File: src/rtl/modbus_tx_framer_if.sv
// modbus_tx_framer_if: request, read-buffer and UART byte-stream signals of the Modbus response framer.
// Revision: 1.0
`default_nettype none

interface modbus_tx_framer_if;
  logic        handler_done;
  logic [7:0]  func_code_r;
  logic [15:0] addr_r;
  logic [15:0] data_r;
  logic [7:0]  tx_quantity;
  logic [7:0]  exception_out;
  logic [7:0]  dpram_raddr;
  logic [15:0] dpram_rdata;
  logic [7:0]  tx_data;
  logic        tx_valid;
  logic        tx_ready;
  logic        busy;
  logic        tx_frame_done;

  modport master (
    input  handler_done, func_code_r, addr_r, data_r, tx_quantity, exception_out,
    input  dpram_rdata, tx_ready,
    output dpram_raddr, tx_data, tx_valid, busy, tx_frame_done
  );

  modport slave (
    output handler_done, func_code_r, addr_r, data_r, tx_quantity, exception_out,
    output dpram_rdata, tx_ready,
    input  dpram_raddr, tx_data, tx_valid, busy, tx_frame_done
  );
endinterface

`default_nettype wire

File: src/rtl/modbus_tx_framer.sv
// modbus_tx_framer: serialises a Modbus RTU response (normal, echo or exception) with CRC-16/MODBUS.
// Revision: 1.0
`default_nettype none

module modbus_tx_framer #(
  parameter logic [7:0] SADDR = 8'h01
) (
  input  logic                 clk_in,
  input  logic                 rst_in,
  modbus_tx_framer_if.master   bus
);

  typedef enum logic [3:0] {
    IDLE, HDR_ADDR, HDR_FUNC, EXC, COUNT, RD, RD_WAIT,
    DATA_HI, DATA_LO, ECHO, CRC_LO, CRC_HI, DONE
  } state_t;

  state_t      state_q, state_d;
  logic [7:0]  func_q, qty_q, exc_q;
  logic [15:0] addr_q, data_q;
  logic [7:0]  byte_cnt_q, byte_cnt_d;
  logic [7:0]  word_cnt_q, word_cnt_d;
  logic [15:0] word_q, word_d;
  logic [15:0] crc_q, crc_d;

  logic        w_read_fn, w_echo_fn, w_unsup;
  logic [7:0]  w_exc_code;
  logic        w_tx_valid, w_done, w_busy;
  logic [7:0]  w_tx_data;

  function automatic logic [15:0] crc16_update(input logic [15:0] crc, input logic [7:0] b);
    logic [15:0] r;
    r = crc ^ {8'h00, b};
    for (int i = 0; i < 8; i++) begin
      r = r[0] ? ((r >> 1) ^ 16'hA001) : (r >> 1);
    end
    return r;
  endfunction

  assign w_read_fn  = (func_q == 8'h03) || (func_q == 8'h04);
  assign w_echo_fn  = (func_q == 8'h06);
  // An over-long read is reported as an illegal-data-value exception.
  assign w_exc_code = (exc_q != 8'h00) ? exc_q :
                      (w_read_fn && (qty_q > 8'd125)) ? 8'h03 : 8'h00;
  assign w_unsup    = (w_exc_code == 8'h00) && !w_read_fn && !w_echo_fn;

  always_comb begin
    state_d    = state_q;
    byte_cnt_d = byte_cnt_q;
    word_cnt_d = word_cnt_q;
    word_d     = word_q;
    crc_d      = crc_q;
    w_tx_valid = 1'b0;
    w_tx_data  = 8'h00;
    w_done     = 1'b0;
    w_busy     = (state_q != IDLE) && (state_q != DONE);

    case (state_q)
      IDLE: begin
        if (bus.handler_done) begin
          state_d    = HDR_ADDR;
          crc_d      = 16'hFFFF;
          word_cnt_d = 8'h00;
          byte_cnt_d = 8'h00;
        end
      end
      HDR_ADDR: begin
        if (w_unsup) begin
          state_d = IDLE;
        end else begin
          w_tx_valid = 1'b1;
          w_tx_data  = SADDR;
          if (bus.tx_ready) state_d = HDR_FUNC;
        end
      end
      HDR_FUNC: begin
        w_tx_valid = 1'b1;
        w_tx_data  = (w_exc_code != 8'h00) ? (func_q | 8'h80) : func_q;
        if (bus.tx_ready) begin
          if (w_exc_code != 8'h00) state_d = EXC;
          else if (w_echo_fn)      state_d = ECHO;
          else                     state_d = COUNT;
        end
      end
      EXC: begin
        w_tx_valid = 1'b1;
        w_tx_data  = w_exc_code;
        if (bus.tx_ready) state_d = CRC_LO;
      end
      COUNT: begin
        w_tx_valid = 1'b1;
        w_tx_data  = {qty_q[6:0], 1'b0};
        if (bus.tx_ready) state_d = (qty_q == 8'h00) ? CRC_LO : RD;
      end
      RD: begin
        state_d = RD_WAIT;
      end
      RD_WAIT: begin
        word_d  = bus.dpram_rdata;
        state_d = DATA_HI;
      end
      DATA_HI: begin
        w_tx_valid = 1'b1;
        w_tx_data  = word_q[15:8];
        if (bus.tx_ready) state_d = DATA_LO;
      end
      DATA_LO: begin
        w_tx_valid = 1'b1;
        w_tx_data  = word_q[7:0];
        if (bus.tx_ready) begin
          if (word_cnt_q + 8'd1 == qty_q) begin
            state_d = CRC_LO;
          end else begin
            word_cnt_d = word_cnt_q + 8'd1;
            state_d    = RD;
          end
        end
      end
      ECHO: begin
        w_tx_valid = 1'b1;
        case (byte_cnt_q[1:0])
          2'd0:    w_tx_data = addr_q[15:8];
          2'd1:    w_tx_data = addr_q[7:0];
          2'd2:    w_tx_data = data_q[15:8];
          default: w_tx_data = data_q[7:0];
        endcase
        if (bus.tx_ready) begin
          if (byte_cnt_q == 8'd3) state_d = CRC_LO;
          else                    byte_cnt_d = byte_cnt_q + 8'd1;
        end
      end
      CRC_LO: begin
        w_tx_valid = 1'b1;
        w_tx_data  = crc_q[7:0];
        if (bus.tx_ready) state_d = CRC_HI;
      end
      CRC_HI: begin
        w_tx_valid = 1'b1;
        w_tx_data  = crc_q[15:8];
        if (bus.tx_ready) state_d = DONE;
      end
      DONE: begin
        w_done  = 1'b1;
        state_d = IDLE;
      end
      default: begin
        state_d = IDLE;
      end
    endcase

    if (w_tx_valid && bus.tx_ready && (state_q != CRC_LO) && (state_q != CRC_HI)) begin
      crc_d = crc16_update(crc_q, w_tx_data);
    end
  end

  always_ff @(posedge clk_in or posedge rst_in) begin
    if (rst_in) begin
      state_q    <= IDLE;
      func_q     <= 8'h00;
      qty_q      <= 8'h00;
      exc_q      <= 8'h00;
      addr_q     <= 16'h0000;
      data_q     <= 16'h0000;
      byte_cnt_q <= 8'h00;
      word_cnt_q <= 8'h00;
      word_q     <= 16'h0000;
      crc_q      <= 16'hFFFF;
    end else begin
      state_q    <= state_d;
      byte_cnt_q <= byte_cnt_d;
      word_cnt_q <= word_cnt_d;
      word_q     <= word_d;
      crc_q      <= crc_d;
      if ((state_q == IDLE) && bus.handler_done) begin
        func_q <= bus.func_code_r;
        qty_q  <= bus.tx_quantity;
        exc_q  <= bus.exception_out;
        addr_q <= bus.addr_r;
        data_q <= bus.data_r;
      end
    end
  end

  assign bus.dpram_raddr   = word_cnt_q;
  assign bus.tx_data       = w_tx_data;
  assign bus.tx_valid      = w_tx_valid;
  assign bus.busy          = w_busy;
  assign bus.tx_frame_done = w_done;

endmodule

`default_nettype wire

File: src/flat_wrapper.sv
// flat-port wrapper written by rule: the top's interface ports become plain ports
module modbus_tx_framer_flat 
#(
  parameter logic [7:0] SADDR = 8'h01
)
  (clk_in, rst_in, bus_handler_done, bus_func_code_r, bus_addr_r, bus_data_r, bus_tx_quantity, bus_exception_out, bus_dpram_rdata, bus_tx_ready, bus_dpram_raddr, bus_tx_data, bus_tx_valid, bus_busy, bus_tx_frame_done);
  modbus_tx_framer_if bus_i ();
  input  logic clk_in;
  input  logic rst_in;
  input wire logic [$bits(bus_i.handler_done)-1:0] bus_handler_done;
  input wire logic [$bits(bus_i.func_code_r)-1:0] bus_func_code_r;
  input wire logic [$bits(bus_i.addr_r)-1:0] bus_addr_r;
  input wire logic [$bits(bus_i.data_r)-1:0] bus_data_r;
  input wire logic [$bits(bus_i.tx_quantity)-1:0] bus_tx_quantity;
  input wire logic [$bits(bus_i.exception_out)-1:0] bus_exception_out;
  input wire logic [$bits(bus_i.dpram_rdata)-1:0] bus_dpram_rdata;
  input wire logic [$bits(bus_i.tx_ready)-1:0] bus_tx_ready;
  output wire logic [$bits(bus_i.dpram_raddr)-1:0] bus_dpram_raddr;
  output wire logic [$bits(bus_i.tx_data)-1:0] bus_tx_data;
  output wire logic [$bits(bus_i.tx_valid)-1:0] bus_tx_valid;
  output wire logic [$bits(bus_i.busy)-1:0] bus_busy;
  output wire logic [$bits(bus_i.tx_frame_done)-1:0] bus_tx_frame_done;
  assign bus_i.handler_done = bus_handler_done;
  assign bus_i.func_code_r = bus_func_code_r;
  assign bus_i.addr_r = bus_addr_r;
  assign bus_i.data_r = bus_data_r;
  assign bus_i.tx_quantity = bus_tx_quantity;
  assign bus_i.exception_out = bus_exception_out;
  assign bus_i.dpram_rdata = bus_dpram_rdata;
  assign bus_i.tx_ready = bus_tx_ready;
  assign bus_dpram_raddr = bus_i.dpram_raddr;
  assign bus_tx_data = bus_i.tx_data;
  assign bus_tx_valid = bus_i.tx_valid;
  assign bus_busy = bus_i.busy;
  assign bus_tx_frame_done = bus_i.tx_frame_done;
  modbus_tx_framer #(.SADDR(SADDR)) u_core (.clk_in(clk_in), .rst_in(rst_in), .bus(bus_i));
endmodule
File: config.mk
export PLATFORM = sky130hd
export DESIGN_NAME = modbus_tx_framer_flat
export DESIGN_NICKNAME = d
export VERILOG_FILES = /design/src/rtl/modbus_tx_framer_if.sv /design/src/rtl/modbus_tx_framer.sv /design/src/flat_wrapper.sv
export SDC_FILE = /design/constraint.sdc
export NUM_CORES = 1
export LEC_CHECK = 0
export ABC_AREA = 1
export BUFFER_PORTS_ARGS = -buffer_cell sky130_fd_sc_hd__buf_2
export CAP_MARGIN = 20
export CORE_UTILIZATION = 30
export CTS_CLUSTER_DIAMETER = 80
export DETAILED_ROUTE_END_ITERATION = 10
export GPL_TIMING_DRIVEN = 0
export PLACE_DENSITY = 0.55
export SYNTH_ARGS = -nofsm -noshare
export SYNTH_HDL_FRONTEND = slang
export SYNTH_SLANG_ARGS = --single-unit
File: constraint.sdc
create_clock -name clk_in -period 3.65 [get_ports clk_in]
set_clock_uncertainty 0.2 [all_clocks]
set_input_delay 0.365 -clock clk_in [delete_from_list [all_inputs] [get_ports clk_in]]
set_output_delay 0.365 -clock clk_in [all_outputs]
set_load 0.01 [all_outputs]
==> results of run 1 <==
==> registers in the layout (all words and copies together), names as in the netlist <==
signal,cells
u_core.addr_q,16
u_core.bus.dpram_raddr,8
u_core.byte_cnt_q,8
u_core.crc_q,16
u_core.data_q,16
u_core.exc_q,8
u_core.func_q,8
u_core.qty_q,8
u_core.state_q,4
u_core.word_q,16
==> metal layers <==
metal	wire length, um	GRT usage	vias up	share of wire
met3	944	0.0313	17	0.052
met5	0	0	-	0
li1	-	-	2875	-
met2	7950	0.292	173	0.44
met4	313	0.0560	0	0.017
met1	8780	0.266	2627	0.49
==> cell type report <==
type | count | area [um^2]
multi-input combinational | 610 | 2890
timing repair buffer | 108 | 628
inverter | 88 | 333
clock inverter | 7 | 82.6
sequential | 108 | 2720
tap | 265 | 332
clock buffer | 9 | 225
fill | 2121 | 12300
buffer | 20 | 103
==> cell usage in the layout (no fill, tap or decap), drive strengths merged, types with 3 or more instances in the layout <==
cell and n:
a21oi 18, buf 104, clkbuf 20, clkinv 3
dfrtp 92, dfstp 16, dlygate4sd3 13, ha 5
inv 90, nand2 333, nand3 60, nand4 15
nor2 71, nor3 10, nor4 6, o211ai 5
o21ai 44, o22ai 18, xnor2 4, xor2 14
==> worst min path at each step <==
| stage | depth (start not counted) | startpoint | slack (ns) | to |
|---|---|---|---|---|
| after floorplan | 2 | u_core.addr_q[0] | 0.24 | u_core.addr_q[0] |
| after global placement | 2 | u_core.addr_q[6] | 0.26 | u_core.addr_q[6] |
| after detailed placement | 2 | u_core.data_q[13] | 0.26 | u_core.data_q[13] |
| after CTS | 3 | bus_dpram_rdata[8] | 0.002 | u_core.word_q[8] |
| after global routing | 3 | bus_dpram_rdata[2] | 0.02 | u_core.word_q[2] |
| final | 3 | bus_data_r[4] | 0.007 | u_core.data_q[4] |
==> worst register-to-register path, delay by kind of cell (launching register included) <==
kind | cells | cell delay (ns)
compound gates | 1 | 0.35
buf+inv | 5 | 0.84
simple gates | 6 | 1.13
flops | 1 | 0.53
==> kinds of logic after synthesis <==
family,count (synthesis),share of synthesized area
AOI/OAI and AO/OA,90,0.0839
DFF,108,0.451
buffers and inverters,108,0.0716
and+or+nand+nor,497,0.358
xor gates and xnor gates,18,0.0261
adders and majority gates,5,0.0104
==> through the flow <==
step / setup WS [ns] / hold WS (ns) / total power, mW / instance area (um^2) / utilization
2_1_floorplan: 0.266 / 0.242 / 4.60 / 6040 / -
3_3_place_gp: -1.26 / 0.255 / 5.58 / 6850 / 0.349
3_5_place_dp: 0.511 / 0.259 / 5.65 / 6880 / 0.351
4_1_cts: 0.473 / 0.00197 / 6.71 / 7310 / 0.373
5_1_grt: 0.151 / 0.0157 / 7.32 / 7310 / 0.373
6_report: 0.449 / 0.00655 / 6.66 / 7310 / 0.373
==> power by group through the flow <==
stage	Sequential [mW]	Clock, mW	Combinational [mW]
2_1_floorplan	2.05	0	2.55
3_3_place_gp	2.17	0	3.41
3_5_place_dp	2.17	0	3.48
4_1_cts	2.16	1.06	3.50
5_1_grt	2.23	1.10	3.99
6_report	2.16	1.03	3.47
==> results.yml, run 1 <==
timing:
  period_share: 0.877
  fmax_ghz: 0.312
  setup_viol: 0
  slew_viol_final: 0
  period_minus_slack_ns: 3.20
  tightest_slew_ns: 0.706
  report.final.hold_viol_count: 0
  slew_headroom: 0.529
  fin_tns_setup_ns: 0
  rsz0062_at_grt: "no"
synthesis:
  synth_common_cells: "321 x nand2_1, 92 x dfrtp_1, 81 x inv_1"
  ys_warn_count: 0
  synth_edf_count: 0
  netlist.area_leader.share: 0.381
  syn-num-nets: 907
  netlist_instances: 826
  netlist_area_mm2: 0.00604
  async_flop_share: 1.00
  synth.top_cells.by_area: "dfrtp_1 38%, nand2_1 20%, dfstp_2 7.0%"
  synth_most_common_cell: "nand2_1"
  synth_ff_type: "dfrtp_1"
  synth.avg_cell_area_um2: 7.32
  synth-seq-area-share: 0.451
  ys_ff_latch: 108
  ys_types: 39
  yosysTopAreaCell: "dfrtp_1"
final_layout:
  fin_cells: 1215
  drive_gt1_frac: 0.184
  fin_nets: 1026
  area_growth_pct: 21.0
  n_antenna_cell: 0
grt:
  grt_pass1_vias: 5533
  antenna_found_initial: 0
  overflow: 0
  grt_pass1_wl_um: 29300
  grt_usage: 0.188
  grt_max_degree: 56
clock_network:
  cts_max_path_buffers: 2
  htree_num_levels: 3
  cts_tree: "yes"
  clk_pin_slew_ns: 0.08
  hold_buffers: 13
  cts_buffers: 9
  cts_setup_buffers: 0
  clk-insertion-delay-late_ns: 0.36
  clock-sinks: 108
  cts_root_buf: "clkbuf_16"
  cts_resized: 0
setup_path:
  start_kind: "flip-flop"
  cp.arrival_ns: 2.64
  ff2ff_setup_slack_ns: 0.48
  crit_family: "buffers and inverters"
  cp_num_cells: 8
  cp_slowest_cell: "o211ai_1"
  required_ns: 3.08
  critical_path_class: "flip-flop to primary output"
  cp-startpoint: "u_core.byte_cnt_q[1]"
  crit_fanout: 10
  crit_path_max_incr_delay_ns: 0.42
  worstReg2RegStart: "u_core.state_q[3]"
  critPathBufInv: 3
  endpoint: "bus_tx_data[7]"
  crit_path_end_kind: "primary output"
  r2r_cells: 12
  r2r-end: "u_core.exc_q[4]"
  crit_chain: "ha_1, buf_2, clkinv_1, o211ai_1, o211ai_1, nor3_1, o21ai_1, buf_2"
route:
  wl_per_cell_um: 14.8
  drt-total-wl_um: 18000
  vias_per_cell: 4.68
  vias: 5692
  dr.first_iter.drc_count: 459
  dr.pass1.iters: 5
  drc_errors: 0
  ant_nets: 0
pwr:
  p_int_mw: 3.47
  comb_power_share: 0.521
  p_seq_frac: 0.324
  irDropWorstVdd_mv: 0.368
  p_leak_nw: 3.80
  switching_share: 0.478
  power_density_mw_per_mm2: 910
  p_sw_mw: 3.18
  pwr-share-clk: 0.155
die:
  pin_count: 95
  die_area_mm2: 0.0207
  die_w_um: 144
  core_area_mm2: 0.0196
  rows: 51
  die_h_um: 144
  initial_utilization: 0.308
hold_path:
  hp-class: "input port to flip-flop"
placed_design:
  dp.cells: 1186
  portBuffers: 94
  hpwl_um: 13900
  gp_congestion: 0.915
run_status:
  status: "finished clean"
flow_run:
  drv_cap: 0
(Power assumes the default switching activity.)
==> run 2: changes to the inputs <==
- CTS_BUF_LIST: default -> sky130_fd_sc_hd__clkbuf_2 sky130_fd_sc_hd__clkbuf_4 sky130_fd_sc_hd__clkbuf_8
==> results.yml, run 2 (synthesis gave the netlist of run 1 again) <==
timing:
  setup_viol: 0
  period_minus_slack_ns: 3.22
  period_share: 0.882
  rsz0062_at_grt: "no"
  slew_viol_final: 0
  whs_ns: 0.0106
  slew_headroom: 0.530
  fmax_ghz: 0.311
  tightest_slew_ns: 0.705
  report.final.hold_viol_count: 0
clock_network:
  htree_num_levels: 3
  clk-insertion-delay-late_ns: 0.40
  cts_tree: "yes"
  clk_pin_slew_ns: 0.10
  cts_setup_buffers: 0
  cts_resized: 0
  hold_buffers: 70
  cts_max_path_buffers: 2
  cts_root_buf: "clkbuf_8"
  clock-sinks: 108
  cts_buffers: 9
route:
  drc_errors: 0
  vias_per_cell: 4.63
  wl_per_cell_um: 14.8
  vias: 5883
  drt-total-wl_um: 18900
  dr.first_iter.drc_count: 401
  dr.pass1.iters: 6
  ant_nets: 0
hold_path:
  hp-class: "input port to flip-flop"
  min-delay-start: "bus_func_code_r[5]"
final_layout:
  area_growth_pct: 28.8
  fin_cells: 1272
  fin_nets: 1083
  drive_gt1_frac: 0.174
  nFillCells: 2072
  final_cell_mix: "321 x nand2_1, 98 x buf_2, 92 x dfrtp_1"
  final_common_cell: "nand2_1"
  n_antenna_cell: 0
setup_path:
  worstReg2RegStart: "u_core.state_q[1]"
  critical_path_class: "flip-flop to primary output"
  cp-startpoint: "u_core.byte_cnt_q[1]"
  required_ns: 3.08
  start_kind: "flip-flop"
  crit_fanout: 10
  cp.arrival_ns: 2.65
  crit_path_end_kind: "primary output"
grt:
  grt_pass1_vias: 5878
  grt_usage: 0.196
  grt_pass1_wl_um: 30700
  overflow: 0
  grt_max_degree: 56
  antenna_found_initial: 0
pwr:
  irDropWorstVdd_mv: 0.305
  p_leak_nw: 3.99
  power_density_mw_per_mm2: 831
die:
  die_w_um: 144
  core_area_mm2: 0.0196
  pin_count: 95
  die_h_um: 144
  die_area_mm2: 0.0207
  initial_utilization: 0.308
  rows: 51
flow_run:
  drv_cap: 0
placed_design:
  gp_congestion: 0.915
  portBuffers: 94
  hpwl_um: 13900
  dp.cells: 1186
run_status:
  status: "finished clean"
run 2: where the power goes:
part	total [mW]	switching (mW)	internal [mW]	leakage [nW]
logic	3.52	2.33	1.19	2.56
clock network	0.788	0.459	0.329	0.104
registers	2.16	0.385	1.77	1.33
run 2: layout make-up:
class	count	area (um^2)	share of cell area
multi-input cells	610	2890	0.371
flip-flops and latches	108	2720	0.350
repair buffers	165	1200	0.154
inverters	88	333	0.0428
well taps	265	332	0.0426
clock buffers	9	124	0.0159
plain buffers	20	103	0.0132
clock inverters	7	82.6	0.0106
run 2: through the flow:
| stage | cell area, um^2 | worst slack (ns) | TNS [ns] | util | power (mW) |
|---|---|---|---|---|---|
| final | 7780 | 0.430 | 0 | 0.397 | 6.47 |
| after global routing | 7780 | 0.153 | 0 | 0.397 | 7.12 |
| after CTS | 7780 | 0.418 | 0 | 0.397 | 6.51 |
| after detailed placement | 6880 | 0.511 | 0 | 0.351 | 5.65 |
| after global placement | 6850 | -1.26 | -116.62 | 0.349 | 5.58 |
| after floorplan | 6040 | 0.266 | 0 | - | 4.60 |
run 2: final timing paths:
kind                                     end  slack (ns)  depth (start not counted)
min                         u_core.func_q[5]        0.01                          3
min reg2reg                 u_core.addr_q[2]        0.28                          2
max in group asynchronous   u_core.crc_q[14]        2.05                          4
min in group asynchronous  u_core.addr_q[15]        0.42                          3
max reg2reg                  u_core.exc_q[4]        0.48                         11
max                           bus_tx_data[7]        0.43                          8
run 2: per-layer routing:
| metal | wire length [um] | track usage | vias to the layer above |
|---|---|---|---|
| li1 | - | - | 2980 |
| met2 | 8620 | 0.316 | 166 |
| met5 | 0 | 0 | - |
| met4 | 302 | 0.0554 | 0 |
| met1 | 9090 | 0.269 | 2719 |
| met3 | 862 | 0.0327 | 18 |
run 2: critical path, stage by stage (launching register included):
cell      delay [ns]
dfrtp_1         0.40
ha_1            0.15
buf_2           0.24
clkinv_1        0.34
o211ai_1        0.41
o211ai_1        0.14
nor3_1          0.15
o21ai_1         0.22
buf_2           0.21
